$ cat src/rtl/cpl_tx_engine.sv
// Completion transmit engine: serializes Cpl/CplD TLPs onto the 32-bit TRN TX interface.
// Optional TX_STALL_CNT_EN macro adds stall_cnt_o, a saturating count of back-pressured cycles.
module cpl_tx_engine #(
  parameter int MAX_LEN     = 16,
  parameter int CPL_BUF_MIN = 1
) (
  input  logic        clk,
  input  logic        rst_n,
`ifdef TX_STALL_CNT_EN
  output logic [15:0] stall_cnt_o,
`endif
  input  logic        req_compl_i,
  input  logic        req_compl_with_data_i,
  output logic        compl_done_o,
  output logic        busy_o,
  input  logic [2:0]  req_tc_i,
  input  logic        req_td_i,
  input  logic        req_ep_i,
  input  logic [1:0]  req_attr_i,
  input  logic [9:0]  req_len_i,
  input  logic [15:0] req_rid_i,
  input  logic [7:0]  req_tag_i,
  input  logic [7:0]  req_be_i,
  input  logic [12:0] req_addr_i,
  input  logic [15:0] cfg_completer_id_i,
  output logic [10:0] rd_addr_o,
  output logic [3:0]  rd_be_o,
  input  logic [31:0] rd_data_i,
  output logic [31:0] trn_td_o,
  output logic        trn_tsof_n_o,
  output logic        trn_teof_n_o,
  output logic        trn_tsrc_rdy_n_o,
  output logic        trn_tsrc_dsc_n_o,
  input  logic        trn_tdst_rdy_n_i,
  input  logic        trn_tdst_dsc_n_i,
  input  logic [5:0]  trn_tbuf_av_i
);

  // Handshake: a beat transfers on any cycle with trn_tsrc_rdy_n_o=0 and trn_tdst_rdy_n_i=0;
  // data and framing are pure functions of state, so they hold until that cycle.
  typedef enum logic [2:0] {S_IDLE, S_WAIT_BUF, S_H0, S_H1, S_H2, S_DATA, S_DONE} state_t;
  state_t state, state_nxt;

  logic        is_data;
  logic [2:0]  tc;
  logic        td, ep;
  logic [1:0]  attr;
  logic [10:0] len_eff;
  logic [15:0] rid, cid;
  logic [7:0]  tag;
  logic [3:0]  first_be, last_be;
  logic [4:0]  addr_lo;
  logic [10:0] ptr, beat_cnt;

  logic        capture, src_active, accept, last_beat;
  logic [10:0] len_req, len_cap;
  logic [1:0]  tz_first, lz_last;
  logic [2:0]  bc_one;
  logic [11:0] byte_cnt;
  logic [31:0] hdr0, hdr1, hdr2;
  logic        unused_ok;

  assign unused_ok  = &{1'b0, req_addr_i[1:0]};
  assign capture    = (state == S_IDLE) && (req_compl_i || req_compl_with_data_i);
  assign len_req    = (req_len_i == 10'd0) ? 11'd1024 : {1'b0, req_len_i};
  assign len_cap    = (len_req > 11'(MAX_LEN)) ? 11'(MAX_LEN) : len_req;
  assign src_active = (state == S_H0) || (state == S_H1) || (state == S_H2) || (state == S_DATA);
  assign accept     = src_active && !trn_tdst_rdy_n_i;
  assign last_beat  = (beat_cnt == len_eff - 11'd1);

  always_comb begin
    tz_first = 2'd0;
    lz_last  = 2'd0;
    bc_one   = 3'd1;
    casez (first_be)
      4'b???1: tz_first = 2'd0;
      4'b??10: tz_first = 2'd1;
      4'b?100: tz_first = 2'd2;
      4'b1000: tz_first = 2'd3;
      default: tz_first = 2'd0;
    endcase
    casez (last_be)
      4'b1???: lz_last = 2'd0;
      4'b01??: lz_last = 2'd1;
      4'b001?: lz_last = 2'd2;
      4'b0001: lz_last = 2'd3;
      default: lz_last = 2'd0;
    endcase
    casez (first_be)
      4'b1??1:                   bc_one = 3'd4;
      4'b01?1, 4'b1?10:          bc_one = 3'd3;
      4'b0011, 4'b0110, 4'b1100: bc_one = 3'd2;
      default:                   bc_one = 3'd1;
    endcase
  end

  // A 1024-DW byte count wraps to 0 in the 12-bit field, which is the wire encoding.
  assign byte_cnt = !is_data ? 12'd4 :
                    (len_eff == 11'd1) ? {9'd0, bc_one} :
                    {len_eff[9:0], 2'b00} - {10'd0, tz_first} - {10'd0, lz_last};

  assign hdr0 = {1'b0, is_data, 1'b0, 5'b01010, 1'b0, tc, 4'b0000, td, ep, attr, 2'b00,
                 is_data ? len_eff[9:0] : 10'd0};
  assign hdr1 = {cid, 3'b000, 1'b0, byte_cnt};
  assign hdr2 = {rid, tag, 1'b0, addr_lo, tz_first};

  assign rd_addr_o        = (state == S_DATA && accept) ? ptr + 11'd1 : ptr;
  assign rd_be_o          = (state == S_H2 || state == S_DATA) ? 4'hF : 4'h0;
  assign busy_o           = (state != S_IDLE);
  assign trn_tsrc_rdy_n_o = !src_active;
  assign trn_tsrc_dsc_n_o = 1'b1;

  always_comb begin
    state_nxt    = state;
    trn_td_o     = 32'd0;
    trn_tsof_n_o = 1'b1;
    trn_teof_n_o = 1'b1;
    compl_done_o = 1'b0;
    case (state)
      S_IDLE:     if (capture) state_nxt = S_WAIT_BUF;
      S_WAIT_BUF: if ({26'd0, trn_tbuf_av_i} >= 32'(CPL_BUF_MIN)) state_nxt = S_H0;
      S_H0: begin
        trn_td_o     = hdr0;
        trn_tsof_n_o = 1'b0;
        if (!trn_tdst_dsc_n_i) state_nxt = S_DONE;
        else if (accept)       state_nxt = S_H1;
      end
      S_H1: begin
        trn_td_o = hdr1;
        if (!trn_tdst_dsc_n_i) state_nxt = S_DONE;
        else if (accept)       state_nxt = S_H2;
      end
      S_H2: begin
        trn_td_o     = hdr2;
        trn_teof_n_o = is_data;
        if (!trn_tdst_dsc_n_i) state_nxt = S_DONE;
        else if (accept)       state_nxt = is_data ? S_DATA : S_DONE;
      end
      S_DATA: begin
        // Memory output already tracks the current pointer, so it feeds the bus directly.
        trn_td_o     = rd_data_i;
        trn_teof_n_o = !last_beat;
        if (!trn_tdst_dsc_n_i)       state_nxt = S_DONE;
        else if (accept && last_beat) state_nxt = S_DONE;
      end
      S_DONE: begin
        compl_done_o = 1'b1;
        state_nxt    = S_IDLE;
      end
      default: state_nxt = S_IDLE;
    endcase
  end

  always_ff @(posedge clk) begin
    if (!rst_n) begin
      state    <= S_IDLE;
      is_data  <= 1'b0;
      tc       <= 3'd0;
      td       <= 1'b0;
      ep       <= 1'b0;
      attr     <= 2'd0;
      len_eff  <= 11'd0;
      rid      <= 16'd0;
      cid      <= 16'd0;
      tag      <= 8'd0;
      first_be <= 4'd0;
      last_be  <= 4'd0;
      addr_lo  <= 5'd0;
      ptr      <= 11'd0;
      beat_cnt <= 11'd0;
    end else begin
      state <= state_nxt;
      if (capture) begin
        is_data  <= req_compl_with_data_i;
        tc       <= req_tc_i;
        td       <= req_td_i;
        ep       <= req_ep_i;
        attr     <= req_attr_i;
        len_eff  <= len_cap;
        rid      <= req_rid_i;
        cid      <= cfg_completer_id_i;
        tag      <= req_tag_i;
        first_be <= req_be_i[3:0];
        last_be  <= req_be_i[7:4];
        addr_lo  <= req_addr_i[6:2];
        ptr      <= req_addr_i[12:2];
        beat_cnt <= 11'd0;
      end else if (state == S_DATA && accept) begin
        ptr      <= ptr + 11'd1;
        beat_cnt <= beat_cnt + 11'd1;
      end
    end
  end

`ifdef TX_STALL_CNT_EN
  always_ff @(posedge clk) begin
    if (!rst_n)
      stall_cnt_o <= 16'd0;
    else if (src_active && trn_tdst_rdy_n_i && stall_cnt_o != 16'hFFFF)
      stall_cnt_o <= stall_cnt_o + 16'd1;
  end
`endif

endmodule
$ cat config.mk
export PLATFORM = sky130hd
export DESIGN_NAME = cpl_tx_engine
export DESIGN_NICKNAME = d
export VERILOG_FILES = /design/src/rtl/cpl_tx_engine.sv
export SDC_FILE = /design/constraint.sdc
export NUM_CORES = 1
export LEC_CHECK = 0
export CAP_MARGIN = 20
export CORE_ASPECT_RATIO = 0.7
export CORE_MARGIN = 5
export CORE_UTILIZATION = 50
export CTS_CLUSTER_DIAMETER = 120
export DETAILED_ROUTE_END_ITERATION = 7
export DONT_BUFFER_PORTS = 1
export HOLD_SLACK_MARGIN = 0.06
export PLACE_DENSITY = 0.77
export SYNTH_ARGS = -nofsm -noshare
export SYNTH_HDL_FRONTEND = slang
export SYNTH_SLANG_ARGS = --single-unit
$ cat constraint.sdc
create_clock -name clk -period 7.85 [get_ports clk]
set_input_delay 1.9625 -clock clk [delete_from_list [all_inputs] [get_ports clk]]
set_output_delay 1.9625 -clock clk [all_outputs]
set_load 0.02 [all_outputs]
Yosys cells after proc, flatten, opt, wreduce, memory -nomap -nowiden
Index checks and enable logic that the tools add are counted.
{"block": "word_totals", "regBits": 97, "inputBits": 122, "output_inout_bits": 53, "word_cells": 95}
{"block": "classes", "add_sub_neg": 5, "magnitude_cmp": 2, "eq_ne": 26, "muxes": 27, "n_bitwise": 1, "n_reduce_logical": 19}
{"op": "32-bit case mux with 4 select lines", "n": 1}
{"op": "11-bit 2-to-1 mux", "n": 4}
{"op": "3-bit 2-to-1 mux", "n": 10}
{"op": "12-bit 2-to-1 mux", "n": 2}
{"op": "12-bit by 2-bit subtractor with 12-bit output", "n": 2}
{"op": "11-bit by 1-bit adder with 11-bit output (second input constant)", "n": 2}
{"op": "3-bit case mux with 6 select lines", "n": 1}
{"op": "3-bit equality test (second input constant)", "n": 5}
{"op": "2-bit case mux with 3 select lines", "n": 2}
{"op": "11-bit by 1-bit equality test with 1-bit output (second input constant)", "n": 1}
{"op": "11-bit equality test", "n": 1}
{"op": "11-bit by 5-bit > comparator with 1-bit output (second input constant)", "n": 1}
{"op": "11-bit by 1-bit subtractor with 11-bit output (second input constant)", "n": 1}
{"op": "10-bit zero test", "n": 1}
{"op": "10-bit 2-to-1 mux", "n": 1}
{"op": "3-bit by 2-bit equality test with 1-bit output (second input constant)", "n": 3}
{"op": "3-bit inequality test (second input constant)", "n": 3}
{"op": "3-bit case mux with 3 select lines", "n": 1}
{"op": "4-bit equality test (second input constant)", "n": 2}
{"op": "3-bit by 1-bit equality test with 1-bit output (second input constant)", "n": 2}
{"op": "6-bit by 1-bit greater-or-equal comparator with 1-bit output (second input constant)", "n": 1}
{"op": "6-bit AND reduction", "n": 1}
{"op": "1-bit logical OR", "n": 5}
{"op": "2-bit equality test (second input constant)", "n": 2}
{"op": "17 further kinds", "n": 25}

Depth between registers and ports, before layout
{"block": "logic_depth", "word_depth": 9, "depth_mapped": 10, "depth_no_buf": 10}

Least setup slack after synthesis
OpenSTA, ideal clock, no wires.
{"block": "synth_path", "path_kind": "input -> output", "from": "input port trn_tdst_rdy_n_i", "to": "output port rd_addr_o[9]", "t_arrival_ns": 3.203, "t_required_ns": 5.887, "path_slack_ns": 2.685, "path_stages": 5, "path_buffers": 0, "path_cell_list": "and4bb_2 -> and4_1 -> and4_1 -> nand4_1 -> xnor2_1"}
{"block": "synth_between", "elab_chain_cells": 4}
{"element": "start: declaration", "line_no": "34", "text": "input logic trn_tdst_rdy_n_i,"}
{"element": "1-bit zero test", "line_no": "68", "text": "assign accept = src_active && !trn_tdst_rdy_n_i;"}
{"element": "1-bit logical AND", "line_no": "68"}
{"element": "1-bit logical AND", "line_no": "107", "text": "assign rd_addr_o = (state == S_DATA && accept) ? ptr + 11'd1 : ptr;"}
{"element": "11-bit 2-to-1 mux"}
{"element": "end: declaration", "line_no": "26", "text": "output logic [10:0] rd_addr_o,"}
No other way between the ends.

Final worst setup path
{"block": "layout_path", "from": "register first_be[2]", "to": "output port trn_td_o[7]"}
{"block": "layout_between", "elab_chain_cells": 7, "word_cells_on_any_way": 8, "cone_classes": "2 x add/sub; 2 x eq/ne; 4 x mux"}
{"element": "start: declaration", "line_no": "51", "text": "logic [3:0] first_be, last_be;"}
{"element": "start signal: assignment", "line_no": "183", "text": "first_be <= req_be_i[3:0];"}
{"element": "4-bit equality test or 3-bit equality test (tied branches)", "line_no": "75", "text": "casez (first_be)"}
{"element": "2-bit case mux with 3 select lines *", "line_no": "75"}
{"element": "12-bit by 2-bit subtractor with 12-bit output * (2 in a row)", "line_no": "100", "text": "{len_eff[9:0], 2'b00} - {10'd0, tz_first} - {10'd0, lz_last};"}
{"element": "12-bit 2-to-1 mux *", "line_no": "99", "text": "(len_eff == 11'd1) ? {9'd0, bc_one} :"}
{"element": "12-bit 2-to-1 mux *", "line_no": "98", "text": "assign byte_cnt = !is_data ? 12'd4 :"}
{"element": "32-bit case mux with 4 select lines *", "line_no": "119", "text": "case (state)"}
{"element": "end: declaration", "line_no": "29", "text": "output logic [31:0] trn_td_o,"}
Every way passes the cells marked *; elsewhere a longest branch is shown, timed or not.

==> impl_metrics.csv <==
group,metric,value,unit
floorplanning,row_count,31,
drt,drt.antenna.violating_nets,0,
setup_path,cp_num_cells,10,
power_and_ir_drop,pint,1.099,mW
drt,routed_wire_length_per_instance,18.87,um
setup_path,critical_path_endpoint_category,"output pin",
floorplanning,die-height,95.43,um
synthesis,synth.top_cells.by_area,"sky130_fd_sc_hd__dfxtp_1 37%, sky130_fd_sc_hd__nand2_1 12%, sky130_fd_sc_hd__a21oi_1 7.1%, sky130_fd_sc_hd__mux2i_1 6.3%, sky130_fd_sc_hd__o21ai_0 3.6%",
setup_path,rrSetupSlack,4870,ps
drt,first_pass_iters,5,
setup_path,timing.critical_path.arrival,3690,ps
timing,fin_crit,5649,ps
power_and_ir_drop,clock_power_share,0.209,
floorplanning,initial_core_util,0.5071,
timing,setup_repair_after_global_routing_missed_its_margin,"false",
layout,finish.net_count,782,
synthesis,yosysTopAreaCellShare,0.3725,
setup_path,rr_endpoint,"rid[1]",
timing,timing.final.crit_share,0.7196,
clock_network,cts-root-to-sink-buffers,2,
setup_path,crit_path_max_fanout,7,
global_route,grt_antenna_before_repair,0,
timing,finalClockSkew,4.499,ps
floorplanning,design.die.area,12600,um2
clock_network,cts_tree,"yes",
layout,antenna-diode-count,0,
timing,hold_viol,0,
power_and_ir_drop,seq_power_share,0.361,
timing,finalMaxSlewViolations,0,
synthesis,synth.cell_area,5212,um2
drt,routed_via_density,6.016,
floorplanning,placeableCoreArea,10280,um2
placement,place_hpwl,11.06,mm
setup_path,critical_path.endpoint,"trn_td_o[7]",
clock_network,clk_pin_slew_worst_paths,60,ps
power_and_ir_drop,gate_power_share,0.430,
worst_hold_path,timing.hold.worst.start,"rid[12]",
clock_network,cts_root_buffer,"sky130_fd_sc_hd__clkbuf_16",
clock_network,cts.sinks,97,
setup_path,critical_path_buf_inv_count,1,
synthesis,netlist_instances,686,
floorplanning,top_level_ports,175,
synthesis,post_synth_num_cell_types,57,
setup_path,timing.reg2reg.worst_path_depth,7,
timing,total_negative_slack_for_setup_checks,0,ps
clock_network,cts_repair_resize_count,0,
run,maxCapViolations,0,
synthesis,postSynthRegisterBits,97,
timing,worst_pin_slew,782.4,ps
setup_path,criticalPathCategory,"register to output pin",
synthesis,post_synth.cell_area_avg,7.598,um2
global_route,grt_max_degree,72,
timing,fin_hold_ws,456.7,ps
drt,vias,4741,
synthesis,ys_seq_area_frac,0.3725,
clock_network,cts_htree_levels,3,
power_and_ir_drop,p_switching,0.8455,mW
drt,wirelength,14.87,mm
setup_path,path_delay_family,"simple AND/OR/NAND/NOR gates",
clock_network,postCtsSetupBuffers,0,
floorplanning,die-width,132.0,um
setup_path,cpMaxStageDelayCell,"sky130_fd_sc_hd__nor3_1",
timing,finalSetupViolations,0,
synthesis,synth_fp_nets,817,
synthesis,synth_edf_count,0,
drt,detailedRoute.firstIterationViolations,308,
setup_path,worstPathRequired,5890,ps
placement,portBuffers,0,
synthesis,postSynth.asyncResetShare,0,
setup_path,cp_slowest_stage_delay,600,ps
synthesis,synth-warning-count,0,
drt,route.detailed.drc,0,
setup_path,cp-startpoint,"first_be[2]",
global_route,wire_length_of_the_first_global_routing_pass,23.35,mm
clock_network,clk-insertion-delay-late,330,ps
layout,synthToLayoutAreaGrowth,5.545,%
timing,max_freq,177.0,MHz
power_and_ir_drop,max-vdd-ir-drop,0.2070,mV
placement,gp_congestion,0.9174,
global_route,number_of_global_route_vias_before_repair,4572,
clock_network,cts-buffers-inserted,9,
global_route,global_route.overflow_total,0,
setup_path,crit_chain,"nor2_1 -> nor3_1 -> ha_1 -> inv_1 -> ha_1 -> fa_1 -> nor3_1 -> nand2_1 -> xor2_1 -> o21ai_0",
power_and_ir_drop,power.leakage,2.057,nW
setup_path,timing.critical_path.from_type,"register",
worst_hold_path,worstHoldPathType,"register to register",
timing,max_slew_margin,0.4729,
layout,drive_above_1_share,0.04726,
clock_network,cts.hold.buffers_added,0,
synthesis,synth_top_flop_cell,"sky130_fd_sc_hd__dfxtp_1",
power_and_ir_drop,power_density,353.4,nW/um2
power_and_ir_drop,power.share.switching,0.4349,
run_status,run_status,"complete, no violations",
global_route,grtUsageTotal,0.2280,
synthesis,yosys.area.top_type,"sky130_fd_sc_hd__dfxtp_1",
setup_path,critical_path.reg2reg.startpoint,"state[0]",
worst reg2reg max path, delay by kind of cell, from the launching register on:
| kind | cells | cell delay (ps) |
|---|---|---|
| and+or+nand+nor | 3 | 1240 |
| buffers and inverters | 3 | 1190 |
| DFF | 1 | 320 |
| AOI/OAI and AO/OA | 1 | 160 |
cells in the final DEF (no fill, tap or decap), types with 3 or more instances in the layout:
cell and count:
sky130_fd_sc_hd__clkbuf_16 9, sky130_fd_sc_hd__xor2_1 21, sky130_fd_sc_hd__and2_1 5, sky130_fd_sc_hd__nor4_1 7, sky130_fd_sc_hd__a22oi_1 7, sky130_fd_sc_hd__a31oi_1 8
sky130_fd_sc_hd__nor2_1 39, sky130_fd_sc_hd__dfxtp_1 96, sky130_fd_sc_hd__and3_1 12, sky130_fd_sc_hd__o21ai_0 37, sky130_fd_sc_hd__a211oi_1 3, sky130_fd_sc_hd__nand2b_1 3
sky130_fd_sc_hd__nand3_1 6, sky130_fd_sc_hd__nor2b_1 5, sky130_fd_sc_hd__nand4_1 12, sky130_fd_sc_hd__xnor2_1 20, sky130_fd_sc_hd__a21oi_1 74, sky130_fd_sc_hd__ha_1 8
sky130_fd_sc_hd__o2111ai_1 3, sky130_fd_sc_hd__inv_1 9, sky130_fd_sc_hd__o22ai_1 8, sky130_fd_sc_hd__mux2i_1 33, sky130_fd_sc_hd__nor3_1 15, sky130_fd_sc_hd__buf_4 6
sky130_fd_sc_hd__nand2_1 161
synth_stat cells, types with 5 or more instances:
| library cell | number |
|---|---|
| sky130_fd_sc_hd__xor2_1 | 21 |
| sky130_fd_sc_hd__nand4_1 | 12 |
| sky130_fd_sc_hd__o22ai_1 | 8 |
| sky130_fd_sc_hd__and2_1 | 5 |
| sky130_fd_sc_hd__a22oi_1 | 7 |
| sky130_fd_sc_hd__ha_1 | 8 |
| sky130_fd_sc_hd__o21ai_0 | 37 |
| sky130_fd_sc_hd__clkbuf_1 | 40 |
| sky130_fd_sc_hd__and3_1 | 12 |
| sky130_fd_sc_hd__nand2_1 | 161 |
| sky130_fd_sc_hd__nor4_1 | 7 |
| sky130_fd_sc_hd__nand3_1 | 6 |
| sky130_fd_sc_hd__nor2b_1 | 5 |
| sky130_fd_sc_hd__dfxtp_1 | 97 |
| sky130_fd_sc_hd__buf_1 | 5 |
| sky130_fd_sc_hd__a21oi_1 | 74 |
| sky130_fd_sc_hd__xnor2_1 | 20 |
| sky130_fd_sc_hd__a31oi_1 | 8 |
| sky130_fd_sc_hd__buf_4 | 5 |
| sky130_fd_sc_hd__mux2i_1 | 33 |
| sky130_fd_sc_hd__nor3_1 | 15 |
| sky130_fd_sc_hd__inv_1 | 9 |
| sky130_fd_sc_hd__nor2_1 | 40 |
cells by family after synthesis:
| group | synth area share |
|---|---|
| AOI/OAI and AO/OA | 0.1817 |
| xor gates and xnor gates | 0.06889 |
| adders and majority gates | 0.02304 |
| buffers and inverters | 0.04945 |
| DFF | 0.3725 |
| muxes | 0.06553 |
| other | 0.0007194 |
| and+or+nand+nor | 0.2381 |
worst min-delay path by stage:
stage | to | slack, ps | cells past startpoint
after floorplan | cid[11] | 430 | 2
after global placement | cid[9] | 440 | 2
after detailed placement | rid[8] | 450 | 2
after CTS | rid[8] | 450 | 2
after global routing | rid[3] | 470 | 2
final | rid[12] | 460 | 2
layer usage:
| layer | up-vias | wire (um) | track usage |
|---|---|---|---|
| met3 | 19 | 1600 | 0.09494 |
| li1 | 2286 | - | - |
| met2 | 198 | 6625 | 0.3529 |
| met1 | 2238 | 6493 | 0.2975 |
| met4 | 0 | 153 | 0.05565 |
| met5 | - | 0 | 0 |
through the flow:
| step | util | setup slack, ps | power [mW] | cells | area [um2] |
|---|---|---|---|---|---|
| 6_report | 0.5352 | 2201 | 1.944 | 788 | 5502 |
| 5_1_grt | 0.5352 | 1896 | 2.076 | 788 | 5502 |
| 4_1_cts | 0.5352 | 2291 | 1.951 | 788 | 5502 |
| 3_5_place_dp | 0.5085 | 2293 | 1.545 | 772 | 5226 |
| 3_3_place_gp | 0.5085 | 2300 | 1.510 | 772 | 5226 |
| 2_1_floorplan | - | 2685 | 1.351 | 686 | 5213 |
power by group through the flow:
stage	sequential, mW	combinational (mW)	clock [mW]
after CTS	0.700	0.837	0.414
after global routing	0.717	0.928	0.431
after floorplan	0.675	0.676	0
after global placement	0.702	0.808	0
after detailed placement	0.711	0.834	0
final	0.702	0.836	0.406
registers in the layout (all words and copies together), names as in the netlist:
register / count
td: 1
ptr: 11
attr: 2
rid: 16
tc: 3
addr_lo: 5
state: 3
tag: 8
cid: 16
is_data: 1
last_be: 4
ep: 1
beat_cnt: 11
len_eff: 11
first_be: 4
cell type report:
| cell class | instances | area, um2 |
|---|---|---|
| well taps | 132 | 165.2 |
| clock buffers | 12 | 246.5 |
| inverters | 11 | 41.29 |
| clock inverters | 4 | 28.78 |
| repair buffers | 6 | 45.04 |
| fillers | 990 | 4777 |
| flip-flops and latches | 97 | 1943 |
| multi-input cells | 526 | 3032 |
(Power assumes the default switching activity.)
